--- src/rtl/result_drain_pkg.sv ---
// Shared constants for the result drain: the MMU feed cycle indices
// (common with control_unit) and the drain state encodings.
package result_drain_pkg;

  localparam logic [2:0] CYC_C00     = 3'd2;
  localparam logic [2:0] CYC_C01_C10 = 3'd3;
  localparam logic [2:0] CYC_C11     = 3'd4;

  typedef enum logic [1:0] {
    S_IDLE    = 2'b00,
    S_CAPTURE = 2'b01,
    S_DRAIN   = 2'b10
  } state_t;

endpackage

--- src/rtl/result_drain.sv ---
// Captures the four 2x2 MMU results during the feed sequence and streams
// them to the host one byte per read strobe, MSB-first, c00..c11.
module result_drain
  import result_drain_pkg::*;
#(
  parameter int ACC_W = 16
) (
  input  logic             clk,
  input  logic             rst,
  input  logic             mmu_en,
  input  logic [2:0]       mmu_cycle,
  input  logic [ACC_W-1:0] c00,
  input  logic [ACC_W-1:0] c01,
  input  logic [ACC_W-1:0] c10,
  input  logic [ACC_W-1:0] c11,
  input  logic             read_en,
  output logic [7:0]       data_out,
  output logic             data_valid,
  output logic             overrun,
  output logic [1:0]       state_out
);

  localparam int NBYTES = 4 * ACC_W / 8;
  localparam int IDX_W  = (NBYTES > 1) ? $clog2(NBYTES) : 1;

  state_t             state;
  logic [ACC_W-1:0]   buf0, buf1, buf2, buf3;
  logic [IDX_W-1:0]   byte_idx;
  logic [IDX_W-1:0]   next_idx;
  logic [4*ACC_W-1:0] all_bufs;
  logic [7:0]         next_byte;

  assign all_bufs  = {buf0, buf1, buf2, buf3};
  assign next_idx  = byte_idx + IDX_W'(1);
  assign state_out = state;

  // Byte k of the concatenation, counted from the MSB end
  always_comb begin
    next_byte = '0;
    for (int k = 0; k < NBYTES; k++) begin
      if (next_idx == IDX_W'(k)) next_byte = all_bufs[8*(NBYTES-1-k) +: 8];
    end
  end

  always_ff @(posedge clk) begin
    if (rst) begin
      state      <= S_IDLE;
      buf0       <= '0;
      buf1       <= '0;
      buf2       <= '0;
      buf3       <= '0;
      byte_idx   <= '0;
      data_out   <= '0;
      data_valid <= 1'b0;
      overrun    <= 1'b0;
    end else begin
      case (state)
        S_IDLE: begin
          if (mmu_en && mmu_cycle == CYC_C00) begin
            buf0    <= c00;
            overrun <= 1'b0;
            state   <= S_CAPTURE;
          end
        end
        S_CAPTURE: begin
          if (!mmu_en) begin
            buf0  <= '0;
            buf1  <= '0;
            buf2  <= '0;
            buf3  <= '0;
            state <= S_IDLE;
          end else if (mmu_cycle == CYC_C01_C10) begin
            buf1 <= c01;
            buf2 <= c10;
          end else if (mmu_cycle == CYC_C11) begin
            // buf0 is already settled, so the first byte can be presented now
            buf3       <= c11;
            byte_idx   <= '0;
            data_out   <= buf0[ACC_W-1 -: 8];
            data_valid <= 1'b1;
            state      <= S_DRAIN;
          end
        end
        S_DRAIN: begin
          if (mmu_en && mmu_cycle == CYC_C00) overrun <= 1'b1;
          if (read_en && data_valid) begin
            if (byte_idx == IDX_W'(NBYTES-1)) begin
              data_valid <= 1'b0;
              data_out   <= '0;
              state      <= S_IDLE;
            end else begin
              byte_idx <= next_idx;
              data_out <= next_byte;
            end
          end
        end
        default: begin
          data_valid <= 1'b0;
          data_out   <= '0;
          state      <= S_IDLE;
        end
      endcase
    end
  end

endmodule

--- config.mk ---
export PLATFORM = sky130hd
export DESIGN_NAME = result_drain
export DESIGN_NICKNAME = d
export VERILOG_FILES = /design/src/rtl/result_drain_pkg.sv /design/src/rtl/result_drain.sv
export SDC_FILE = /design/constraint.sdc
export NUM_CORES = 1
export LEC_CHECK = 0
export ABC_CLOCK_PERIOD_IN_PS = 1900
export CAP_MARGIN = 20
export CORE_MARGIN = 8
export CORE_UTILIZATION = 45
export DETAILED_ROUTE_END_ITERATION = 16
export PLACE_DENSITY = 0.73
export SYNTH_ARGS = -nofsm -noshare
export SYNTH_HDL_FRONTEND = slang
export SYNTH_SLANG_ARGS = --single-unit
--- constraint.sdc ---
create_clock -name clk -period 1.9 [get_ports clk]
set_input_delay 0.38 -clock clk [delete_from_list [all_inputs] [get_ports clk]]
set_output_delay 0.38 -clock clk [all_outputs]
set_load 0.01 [all_outputs]
======== Word level (Yosys, flattened, before mapping) ========
Cells that the tools add are included.
storage, ports and cells
  register bits ........................... 79
  input bits .............................. 71
  output and inout port bits .............. 12
cells by class
  equal/unequal tests ..................... 27
  mux-type cells .......................... 46
  reductions and logical operators ........ 15
  add/sub/neg operators ................... 1
  bitwise operators ....................... 1
operators by type and width
  cell                                                  count
  two-way mux 16 bit                                    9
  two-way mux 8 bit                                     13
  one-hot mux 16 bit (2 select lines)                   1
  one-hot mux 8 bit (3 select lines)                    1
  != test 2 bit (second input constant)                 10
  equality test 3 bit (second input constant)           6
  two-way mux 3 bit                                     5
  equality test 3 x 2 -> 1 bit (second input constant)  4
  two-way mux 2 bit                                     6
  AND reduction 6 bit                                   2
  AND reduction 5 bit                                   2
  AND reduction 3 bit                                   3
  two-way mux 1 bit                                     7
  != test 3 bit (second input constant)                 2
  one-hot mux 2 bit (3 select lines)                    1
  one-hot mux 3 bit (2 select lines)                    1
  nonzero test 2 bit                                    3
  != test 2 x 1 -> 1 bit (second input constant)        2
  adder 3 x 1 -> 3 bit (second input constant)          1
  equality test 3 x 1 -> 1 bit (second input constant)  1
  logical NOT 3 bit                                     1
  one-hot mux 1 bit (3 select lines)                    1
  equality test 2 x 1 -> 1 bit (second input constant)  1
  equality test 2 bit (second input constant)           1
  5 further kinds                                       6

======== Depth between registers and ports, before layout ========
Gate-level depths: netlist (run 1).
  depth in word-level cells ............... 13
  depth in mapped cells ................... 9

======== Worst setup path after synthesis (run 1) ========
Ideal clock, no wire load.
  path type ............................... reg-to-reg
  from .................................... reg byte_idx[0]
  to ...................................... reg data_out[4]
  buffers on the path ..................... 2
  clock period less this slack ............ 1.880 ns
  stages on the path, launching flop included .. 9
  data arrival time ....................... 1.763 ns
  setup slack ............................. 0.020 ns
  data required time ...................... 1.783 ns
  path through ............................ dfxtp_1 ha_1 ha_1 clkbuf_1 or2_2 buf_6 a221oi_1 a211o_1 a32o_1
on the way
  longest elaborated chain between the ends .. 13
  elaborated cells on any way between the ends .. 21
  classes of those cells .................. add/sub: 1; eq/ne: 8; mux: 11; reduce/logical: 1
RTL lines
  what                                    RTL line            source
  start: declaration                      result_drain.sv:28  logic [IDX_W-1:0] byte_idx;
  start signal: assignment                result_drain.sv:92  byte_idx <= next_idx;
  adder 3 x 1 -> 3 bit                    result_drain.sv:34  assign next_idx = byte_idx + IDX_W'(1);
  logical NOT 3 bit                       result_drain.sv:41  if (next_idx == IDX_W'(k)) next_byte = all_bufs[8*(NBYTES-1-k) +: 8];
  two-way mux 8 bit (8 in a row)          result_drain.sv:41
  two-way mux 8 bit (*)                   result_drain.sv:87  if (byte_idx == IDX_W'(NBYTES-1)) begin
  two-way mux 8 bit (*)                   result_drain.sv:86  if (read_en && data_valid) begin
  one-hot mux 8 bit (3 select lines) (*)  result_drain.sv:57  case (state)
  end signal: assignment                  result_drain.sv:79  data_out <= buf0[ACC_W-1 -: 8];
  end signal: assignment                  result_drain.sv:93  data_out <= next_byte;
  end: declaration                        result_drain.sv:17  output logic [7:0] data_out,
Every way passes the cells marked *; elsewhere a longest branch is shown, timed or not. The select of a mux whose other input is x is not followed.
A chain may end at the register's enable or synchronous reset.

======== Worst setup path after layout (run 1) ========
  from .................................... in mmu_cycle[2]
  to ...................................... reg state[0] (netlist: state_out[0])
on the way
  longest elaborated chain between the ends .. 4
  elaborated cells on any way between the ends .. 8
  classes of those cells .................. eq/ne: 6; reduce/logical: 2
RTL lines
  what                                      RTL line            source
  start: declaration                        result_drain.sv:11  input logic [2:0] mmu_cycle,
  equality test 3 x 2 -> 1 bit              result_drain.sv:59  if (mmu_en && mmu_cycle == CYC_C00) begin
  logical AND 1 bit                         result_drain.sv:59
  != test 2 bit (no source line)            -
  AND reduction 5 bit (no source line) (*)  -
  end signal: assignment                    result_drain.sv:62  state <= S_CAPTURE;
  end signal: assignment                    result_drain.sv:71  state <= S_IDLE;
  end signal: assignment                    result_drain.sv:81  state <= S_DRAIN;
  end: declaration                          result_drain.sv:26  state_t state;
Every way passes the cells marked *; elsewhere a longest branch is shown, timed or not.

==> metrics.txt, run 1 <==
status=finished with violations; violated checks=setup timing; internal cell power=between 2 and 3 mW; Synth cell types=53; max-slew violation count=0; Initial Util=45.6%; top post-synthesis cells by area=dfxtp_1 40%, a22oi_1 11%, a21oi_1 5.1%, nor2_1 5.0%, nand3_1 2.9%; Power per Cell Area=roughly 740 nW/um^2; Final nets=~630; area of the multi-input gates=~2100 um^2; Final Non-Filler Cells=around 660; area grow syn2layout=34.7%; drc violations=0; hpwl dp=~8.8 mm; Synth top area share=about two fifths; post-layout minimum cycle time=1910 ps; port buffer count=about 80; Die Y=between 100 and 150 um; max cap viols=0; commonest non-fill, non-tap cell in the layout=clkdlybuf4s50_1; hold_ws=slightly below 500 ps; VDD IR max=about 380 uV; Syn Nets=between 500 and 600; skew final=around 14 ps; setup ws final=-12.4 ps; sw power=around 1 mW; critical path required time=around 2100 ps; sequential cell area fraction in the yosys report=approximately 40%; Yosys reg bits=between 70 and 80; ANT cells=0; largest net degree at the start of global routing=74; H-tree Lvls=3; Core ar.=~8600 um^2; GRT Residual Overflow=0; placed cells=between 600 and 700; number of cells on the worst hold path=2; Hold WC Path Type=flop to flop; num rows=34; Worst Setup Path Type=input pin to flop; cts hold-fix bufs=0; critical path startpoint category=input pin; share of layout cells above drive strength 1=15.0%; crit-path max FO=6; area of the die=11900 um^2; Gate Count Post-Synth=about 450; mapped cell area=3920 um^2; CTS tree=built; DP Area=about 5000 um^2; wire length per cell=about 18 um; Critical Path AT=~2100 ps; FF/Latch Area=roughly 1600 um^2; commonest non-fill, non-tap cells in the layout=81 x clkdlybuf4s50_1, 77 x dfxtp_1, 56 x a22oi_1; Register-to-Register Path Depth=8; via count=about 3800; Period Utilization, post-route=101%; Tot GR Track Use=~19%; clock sinks=~80; GP Congestion=approximately 0.89; ANT nets after route=0; DR pass1 iterations=5; Clock Power Share=around 37%; synthesized area per cell=slightly below 9 um^2; vias in the first global route=roughly 3800; Clock Path Buffers=2; initial drt markers=about 200; via density per instance=around 5.8; design area=5280 um^2; element type at the critical path end=flop; worst skew pair latency=340 ps; part of the power in registers=a little over two fifths; fmax=about 520 MHz; final WL=approximately 12 mm; Top FF cell, synth=dfxtp_1; Pwr Total=3.92 mW; asr flop ratio synth=0%; filler instances=~730; final setup fails=1; Pleak=1.85 nW; Synthesis Warnings=0; EDFF count, synth=0; initial antenna violation count=0; die width=between 100 and 150 um; first-pass GRT wire length=around 18 mm; Inserted Clock Buffers=9; Root Driver=clkbuf_8; I/O pins=just over 80; Final Hold Vio Count=0; Worst Tran Pin Value=753 ps; Comb power frac=around 20%; switching portion of total power=around a quarter; Max-Slew Margin vs Limit=roughly half; CTS clk-pin slew, worst paths=about 80 ps; area leader, netlist=dfxtp_1
[stage by stage]
stage	utilization, %	TNS (ps)	setup slack (ps)
floorplan	-	0	19.9
global placement	58.5	-5810	-215
detailed placement	58.5	-8650	-277
CTS	61.1	0	6.07
global route	61.4	-27.5	-18.7
finish	61.4	-12.4	-12.4
[flip-flops by register name, summed over array words and instances (netlist names), 2 cells and up]
| signal | flops |
|---|---|
| buf0 | 16 |
| buf1 | 16 |
| buf2 | 16 |
| buf3 | 16 |
| data_out | 8 |
| byte_idx | 3 |
| state_out | 2 |
[final timing paths]
kind                                    from      endpoint  slack, ps
worst max-delay path            mmu_cycle[2]  state_out[0]        -10
worst min-delay path                 overrun       overrun        490
worst min register to register       overrun       overrun        490
worst max register to register   byte_idx[0]   data_out[4]         70
[metal layers]
metal  GRT usage (%)  routed length, um  vias up
li1                -                  -     1868
met1            23.6               5200     1815
met2            32.6               5570      126
met3            4.28                642       20
met4            7.43                308        0
met5               0                  0        -
[cell type report]
class	count	area share (%)
Sequential cell	79	30.0
Inverter	9	0.664
Multi-Input combinational cell	321	39.6
Clock inverter	4	1.85
Timing Repair Buffer	125	23.0
Clock buffer	9	2.35
Tap cell	108	2.56
[power by group through the flow]
| stage | registers, mW | logic [mW] | clock network, mW |
|---|---|---|---|
| floorplan | 1.74 | 0.408 | 0 |
| global placement | 1.75 | 0.730 | 0 |
| detailed placement | 1.75 | 0.743 | 0 |
| CTS | 1.71 | 0.749 | 1.45 |
| global route | 1.72 | 0.826 | 1.54 |
| finish | 1.71 | 0.767 | 1.43 |
[synthesized netlist by cell type (all sizes together), types with 5 or more instances]
master   instances
dfxtp           79
inv              7
ha               9
nand3b           9
nand2           16
and2b            7
nand3           23
buf             15
o311ai           8
a211oi           9
nor2b            9
nor3b            9
o21ai           18
a21oi           40
clkbuf          28
nand4           15
a22oi           57
a211o            5
nor2            53
o2111ai          7
[worst max-delay path, cell delays in order]
cell             delay, ps
clkdlybuf4s50_1        540
or3b_4                 440
a222oi_1               420
mux2i_1                270
nor2_1                  60
[logic make-up (layout without fill, tap and decap cells)]
| group | Yosys count | in the layout | synth area share [%] |
|---|---|---|---|
| muxes | 2 | 2 | 0.830 |
| adders and majority gates | 9 | 9 | 2.87 |
| AOI/OAI and AO/OA | 158 | 158 | 28.2 |
| buffers and inverters | 53 | 147 | 6.93 |
| DFF | 79 | 79 | 40.4 |
| and+or+nand+nor | 152 | 152 | 20.8 |
[repair_timing]
item | CTS | global route
buffers inserted | 0 | 1
resized for setup | 3 | 10
pin swaps | 0 | 1
setup endpoints to repair | 54 | 60
Power figures use the tool's default switching activity.
==> run 2: changes to the inputs <==
Settings changed: CORE_MARGIN 8 to 2.
==> metrics.txt, run 2 (synthesis results as in run 1) <==
r2r startpoint=byte_idx[0] (unchanged); vias in the first global route=3684 (was 3758); ANT nets after route=0 (unchanged); share of layout cells above drive strength 1=15.3% (was 15.0%); Max-Slew Margin vs Limit=58.7% (was 49.8%); final setup fails=0 (was 1); Power per Cell Area=740 nW/um^2 (was 742 nW/um^2); fmax=550 MHz (was 523 MHz); Final Non-Filler Cells=656 (was 655); Clock Path Buffers=2 (unchanged); Die Y=97.3 um (was 109 um); area of the multi-input gates=2090 um^2 (unchanged); element type at the critical path end=flop (unchanged); Tot GR Track Use=24.0% (was 19.3%); Core ar.=8590 um^2 (unchanged); GRT Residual Overflow=0 (unchanged); Initial Util=45.6% (unchanged); post-layout minimum cycle time=1820 ps (was 1910 ps); setup bufs post-CTS=0 (unchanged); via count=3839 (was 3829); wire length per cell=17.6 um (was 17.9 um); VDD IR max=385 uV (was 380 uV); status=complete, no violations (was finished with violations); GP Congestion=0.936 (was 0.885); drc violations=0 (unchanged); port buffer count=82 (unchanged); initial antenna violation count=0 (unchanged); final WL=11.6 mm (was 11.7 mm); DP Area=5020 um^2 (unchanged); CTS tree=built (unchanged); Final nets=624 (was 625); design area=5280 um^2 (about the same); CTS clk-pin slew, worst paths=90 ps (was 80 ps); ANT cells=0 (unchanged); critical path required time=2150 ps (was 2100 ps); placed cells=641 (unchanged); critical path startpoint category=flop (was input pin); max-slew violation count=0 (unchanged); commonest non-fill, non-tap cell in the layout=clkdlybuf4s50_1 (unchanged); Final Hold Vio Count=0 (unchanged); num rows=34 (unchanged); Hold WC Path Type=input pin to flop (was flop to flop); DR pass1 iterations=5 (unchanged); reg-to-reg slack, setup=80 ps (was 70 ps); Register-to-Register Path Depth=6 (was 8); Worst Setup Path Type=flop to flop (was input pin to flop); skew final=12.1 ps (was 14.1 ps); Pleak=1.85 nW (about the same); reg-to-reg endpoint=data_out[4] (unchanged); commonest non-fill, non-tap cells in the layout=81 x clkdlybuf4s50_1, 77 x dfxtp_1, 56 x a22oi_1 (unchanged); via density per instance=5.85 (about the same); hpwl dp=8.37 mm (was 8.83 mm); first-pass GRT wire length=18.5 mm (was 18.4 mm); worst hold start=rst (was overrun); Critical Path AT=2070 ps (was 2110 ps); die width=97.3 um (was 109 um); worst skew pair latency=350 ps (was 340 ps); FF/Latch Area=1580 um^2 (unchanged); Inserted Clock Buffers=9 (unchanged); Root Driver=clkbuf_8 (unchanged); filler instances=721 (was 731); hold path endpoint=overrun (unchanged); crit-path max FO=6 (unchanged); number of cells on the worst hold path=3 (was 2); cts hold-fix bufs=0 (unchanged); largest net degree at the start of global routing=62 (was 74); clock sinks=79 (unchanged); max cap viols=0 (unchanged); area grow syn2layout=34.8% (was 34.7%); I/O pins=83 (unchanged); area of the die=9470 um^2 (was 11900 um^2); Worst Tran Pin Value=620 ps (was 753 ps); H-tree Lvls=3 (unchanged); initial drt markers=218 (was 198); Period Utilization, post-route=95.7% (was 101%)
==> run 2: cell count changes in the layout (fill, tap and decap cells not counted), sizes merged <==
cell and delta:
inv +1, clkbuf +2, bufinv -1, buf -1
==> run 2: per-stage QoR <==
stage	utilization, %	setup TNS, ps	power [mW]	hold WS, ps	worst slack (ps)
final	61.5	0	3.91	421	81.8
after global routing	61.5	-2.94	4.04	460	-2.94
after CTS	61.2	0	3.90	411	22.5
after detailed placement	58.5	-8280	2.50	471	-224
after global placement	58.5	-6160	2.48	467	-153
after floorplan	-	0	2.15	450	19.9
==> run 2: power by group <==
part           leakage, nW  total [mW]  switching [mW]  internal, mW
registers            0.638        1.71          0.0271          1.68
logic                 1.10       0.771           0.408         0.363
clock network        0.116        1.42           0.612         0.812
total                 1.85        3.91            1.05          2.86
==> run 2: layout make-up <==
cell class	instances	area share (%)
clock buffers	11	2.87
flip-flops and latches	79	30.0
repair buffers	124	22.8
multi-input cells	321	39.6
inverters	9	0.711
clock inverters	4	1.47
well taps	108	2.56
==> run 2: routing by layer <==
metal | share of wire, % | track usage, % | vias to the layer above
li1 | - | - | 1867
met1 | 45 | 32.1 | 1807
met2 | 48 | 40.7 | 149
met3 | 5.8 | 3.53 | 16
met4 | 1.3 | 6.73 | 0
met5 | 0 | 0 | -
==> run 2: repair_timing <==
item | in CTS | in global routing
cloned | 0 | 0
endpoints found under the setup margin | 3 | 33
resized for setup | 3 | 13
==> run 2: worst max-delay path: stages (launching register included) <==
cell and delay (ps):
dfxtp_2 350, ha_1 200, ha_2 400, buf_4 160, o311ai_0 140, a22o_1 220, a32o_1 240
==> run 2: worst max-delay path by stage <==
stage | startpoint | to | slack, ps | cells past startpoint
2_1_floorplan | byte_idx[0] | data_out[4] | 20 | 8
3_3_place_gp | mmu_cycle[2] | state_out[0] | -150 | 5
3_5_place_dp | mmu_cycle[0] | data_out[6] | -220 | 6
4_1_cts | byte_idx[0] | data_out[1] | 20 | 7
5_1_grt | byte_idx[0] | data_out[4] | -3 | 6
6_report | byte_idx[0] | data_out[4] | 80 | 6
==> run 3: changes to the inputs <==
Settings changed: ABC_CLOCK_PERIOD_IN_PS 1900 to 1610, CAP_MARGIN 20 to not set, TNS_END_PERCENT set to 1.
Clock period 1.9 ns to 1.61 ns, I/O delays scaled along.
==> metrics.txt, run 3 (synthesis results as in run 1) <==
via density per instance=5.92 (was 5.85); CP max-delay cell=dfxtp_2 (was ha_2); Die Y=97.3 um (unchanged); DR pass1 iterations=5 (unchanged); port buffer count=82 (unchanged); first-pass GRT wire length=18.8 mm (was 18.5 mm); Core ar.=8590 um^2 (unchanged); commonest non-fill, non-tap cell in the layout=dfxtp_1 (was clkdlybuf4s50_1); dpl ws=-499 ps (was -224 ps); hold path endpoint=overrun (unchanged); Worst Tran Pin Value=549 ps (was 620 ps); initial antenna violation count=0 (unchanged); share of layout cells above drive strength 1=21.3% (was 15.3%); final WL=12.0 mm (was 11.6 mm); via count=3927 (was 3839); reg-to-reg slack, setup=-190 ps (was 80 ps); worst hold start=rst (unchanged); VDD IR max=649 uV (was 385 uV); critical path required time=1870 ps (was 2150 ps); Clock Power Share=35.4% (was 36.4%); crit-path max cell delay=370 ps (was 400 ps); Pleak=2.07 nW (was 1.85 nW); vias in the first global route=3753 (was 3684); area grow syn2layout=40.1% (was 34.8%); Comb power frac=21.1% (was 19.7%); Power per Cell Area=847 nW/um^2 (was 740 nW/um^2); Inserted Clock Buffers=9 (unchanged); element type at the critical path end=flop (unchanged); Tot GR Track Use=24.5% (was 24.0%); sw power=1.30 mW (was 1.05 mW); hold_ws=419 ps (was 421 ps); Worst Setup Path Type=flop to flop (unchanged); area of the die=9470 um^2 (unchanged); worst skew pair latency=350 ps (about the same); ANT nets after route=0 (unchanged); violated checks=setup timing; Final Hold Vio Count=0 (unchanged); num rows=34 (unchanged); total negative setup slack=-1190 ps (was 0 ps); Final nets=630 (was 624); CTS clk-pin slew, worst paths=90 ps (about the same); clock sinks=79 (unchanged); drc violations=0 (unchanged); switching portion of total power=28.0% (was 26.8%); GP Congestion=0.882 (was 0.936); part of the power in registers=43.5% (was 43.8%); critical path, cell by cell=inv_1 > ha_2 > buf_4 > nand2b_1 > a22oi_2 > nand2_2 > o31ai_1 (was ha_1 > ha_2 > buf_4 > o311ai_0 > a22o_1 > a32o_1); H-tree Lvls=3 (unchanged); I/O pins=83 (unchanged); commonest non-fill, non-tap cells in the layout=74 x dfxtp_1, 68 x clkdlybuf4s50_1, 55 x a22oi_1 (was 81 x clkdlybuf4s50_1, 77 x dfxtp_1, 56 x a22oi_1); reg-to-reg endpoint=byte_idx[2] (was data_out[4]); initial drt markers=303 (was 218); Clock Path Buffers=2 (unchanged); Pwr Total=4.65 mW (was 3.91 mW); CTS tree=built (unchanged); Critical Path AT=2060 ps (was 2070 ps); wire length per cell=18.1 um (was 17.6 um); largest net degree at the start of global routing=51 (was 62); Register-to-Register Path Depth=7 (was 6); GRT Residual Overflow=0 (unchanged); number of cells on the worst hold path=3 (unchanged); hpwl dp=8.57 mm (was 8.37 mm); max-slew violation count=0 (unchanged); fmax=556 MHz (was 550 MHz); ANT cells=0 (unchanged); status=finished with violations (was complete, no violations); Hold WC Path Type=input pin to flop (unchanged); Max-Slew Margin vs Limit=63.4% (was 58.7%); cts hold-fix bufs=0 (unchanged); Period Utilization, post-route=112% (was 95.7%); setup ws final=-190 ps (was 81.8 ps); die width=97.3 um (unchanged); Initial Util=45.6% (unchanged); critical path startpoint category=flop (unchanged); max cap viols=0 (unchanged); internal cell power=3.35 mW (was 2.86 mW); RSZ-0062 raised after global routing=yes; crit-path max FO=6 (unchanged); r2r startpoint=state_out[0] (was byte_idx[0]); Root Driver=clkbuf_8 (unchanged); post-layout minimum cycle time=1800 ps (was 1820 ps); skew final=11.8 ps (was 12.1 ps); final setup fails=12 (was 0)
-- run 3: per-layer routing --
metal | part of all wire, % | GRT usage (%) | vias up
met5 | 0 | 0 | -
met2 | 48 | 39.4 | 132
met4 | 1.4 | 6.62 | 0
li1 | - | - | 1879
met1 | 44 | 32.8 | 1901
met3 | 6.3 | 6.33 | 15
-- run 3: area by class of cell --
cell class              instances  area [um^2]
well taps                     108          135
fillers                       726         3100
clock inverters                 6         92.6
multi-input cells             321         2240
inverters                       9         35.0
repair buffers                130         1270
clock buffers                  10          128
flip-flops and latches         79         1590
-- run 3: worst max path at each step --
stage | startpoint | to | slack (ps) | cells after the start
3_3_place_gp | mmu_cycle[0] | data_out[4] | -450 | 6
3_5_place_dp | mmu_cycle[0] | data_out[4] | -500 | 6
5_1_grt | state_out[0] | byte_idx[2] | -240 | 7
4_1_cts | byte_idx[0] | data_out[4] | -130 | 7
2_1_floorplan | byte_idx[1] | data_out[4] | -100 | 8
6_report | state_out[0] | byte_idx[2] | -190 | 7
-- run 3: power groups by stage --
| stage | sequential, mW | clock (mW) | combinational [mW] |
|---|---|---|---|
| 2_1_floorplan | 2.06 | 0 | 0.485 |
| 3_3_place_gp | 2.07 | 0 | 0.876 |
| 3_5_place_dp | 2.06 | 0 | 0.894 |
| 4_1_cts | 2.02 | 1.66 | 0.909 |
| 5_1_grt | 2.02 | 1.73 | 1.06 |
| 6_report | 2.02 | 1.64 | 0.982 |
-- run 3: critical path, delay by kind of cell, from the launching register on --
kind | cells | cell delay [ps]
and+or+nand+nor | 2 | 290
AOI/OAI and AO/OA | 2 | 600
adders and majority gates | 1 | 200
buffers and inverters | 2 | 230
DFF | 1 | 370
-- run 3: metrics by stage --
step | util [%] | instance area (um^2) | instances
finish | 63.9 | 5490 | 663
global route | 63.9 | 5490 | 663
CTS | 62.3 | 5350 | 661
detailed placement | 59.0 | 5070 | 645
global placement | 59.0 | 5070 | 645
floorplan | - | 3970 | 453
-- run 3: timing repair --
item,in CTS,in global routing
setup buffers,0,2
setup endpoints to repair,50,78
resized for setup,25,34
pin swaps,9,10
gates cloned,0,0
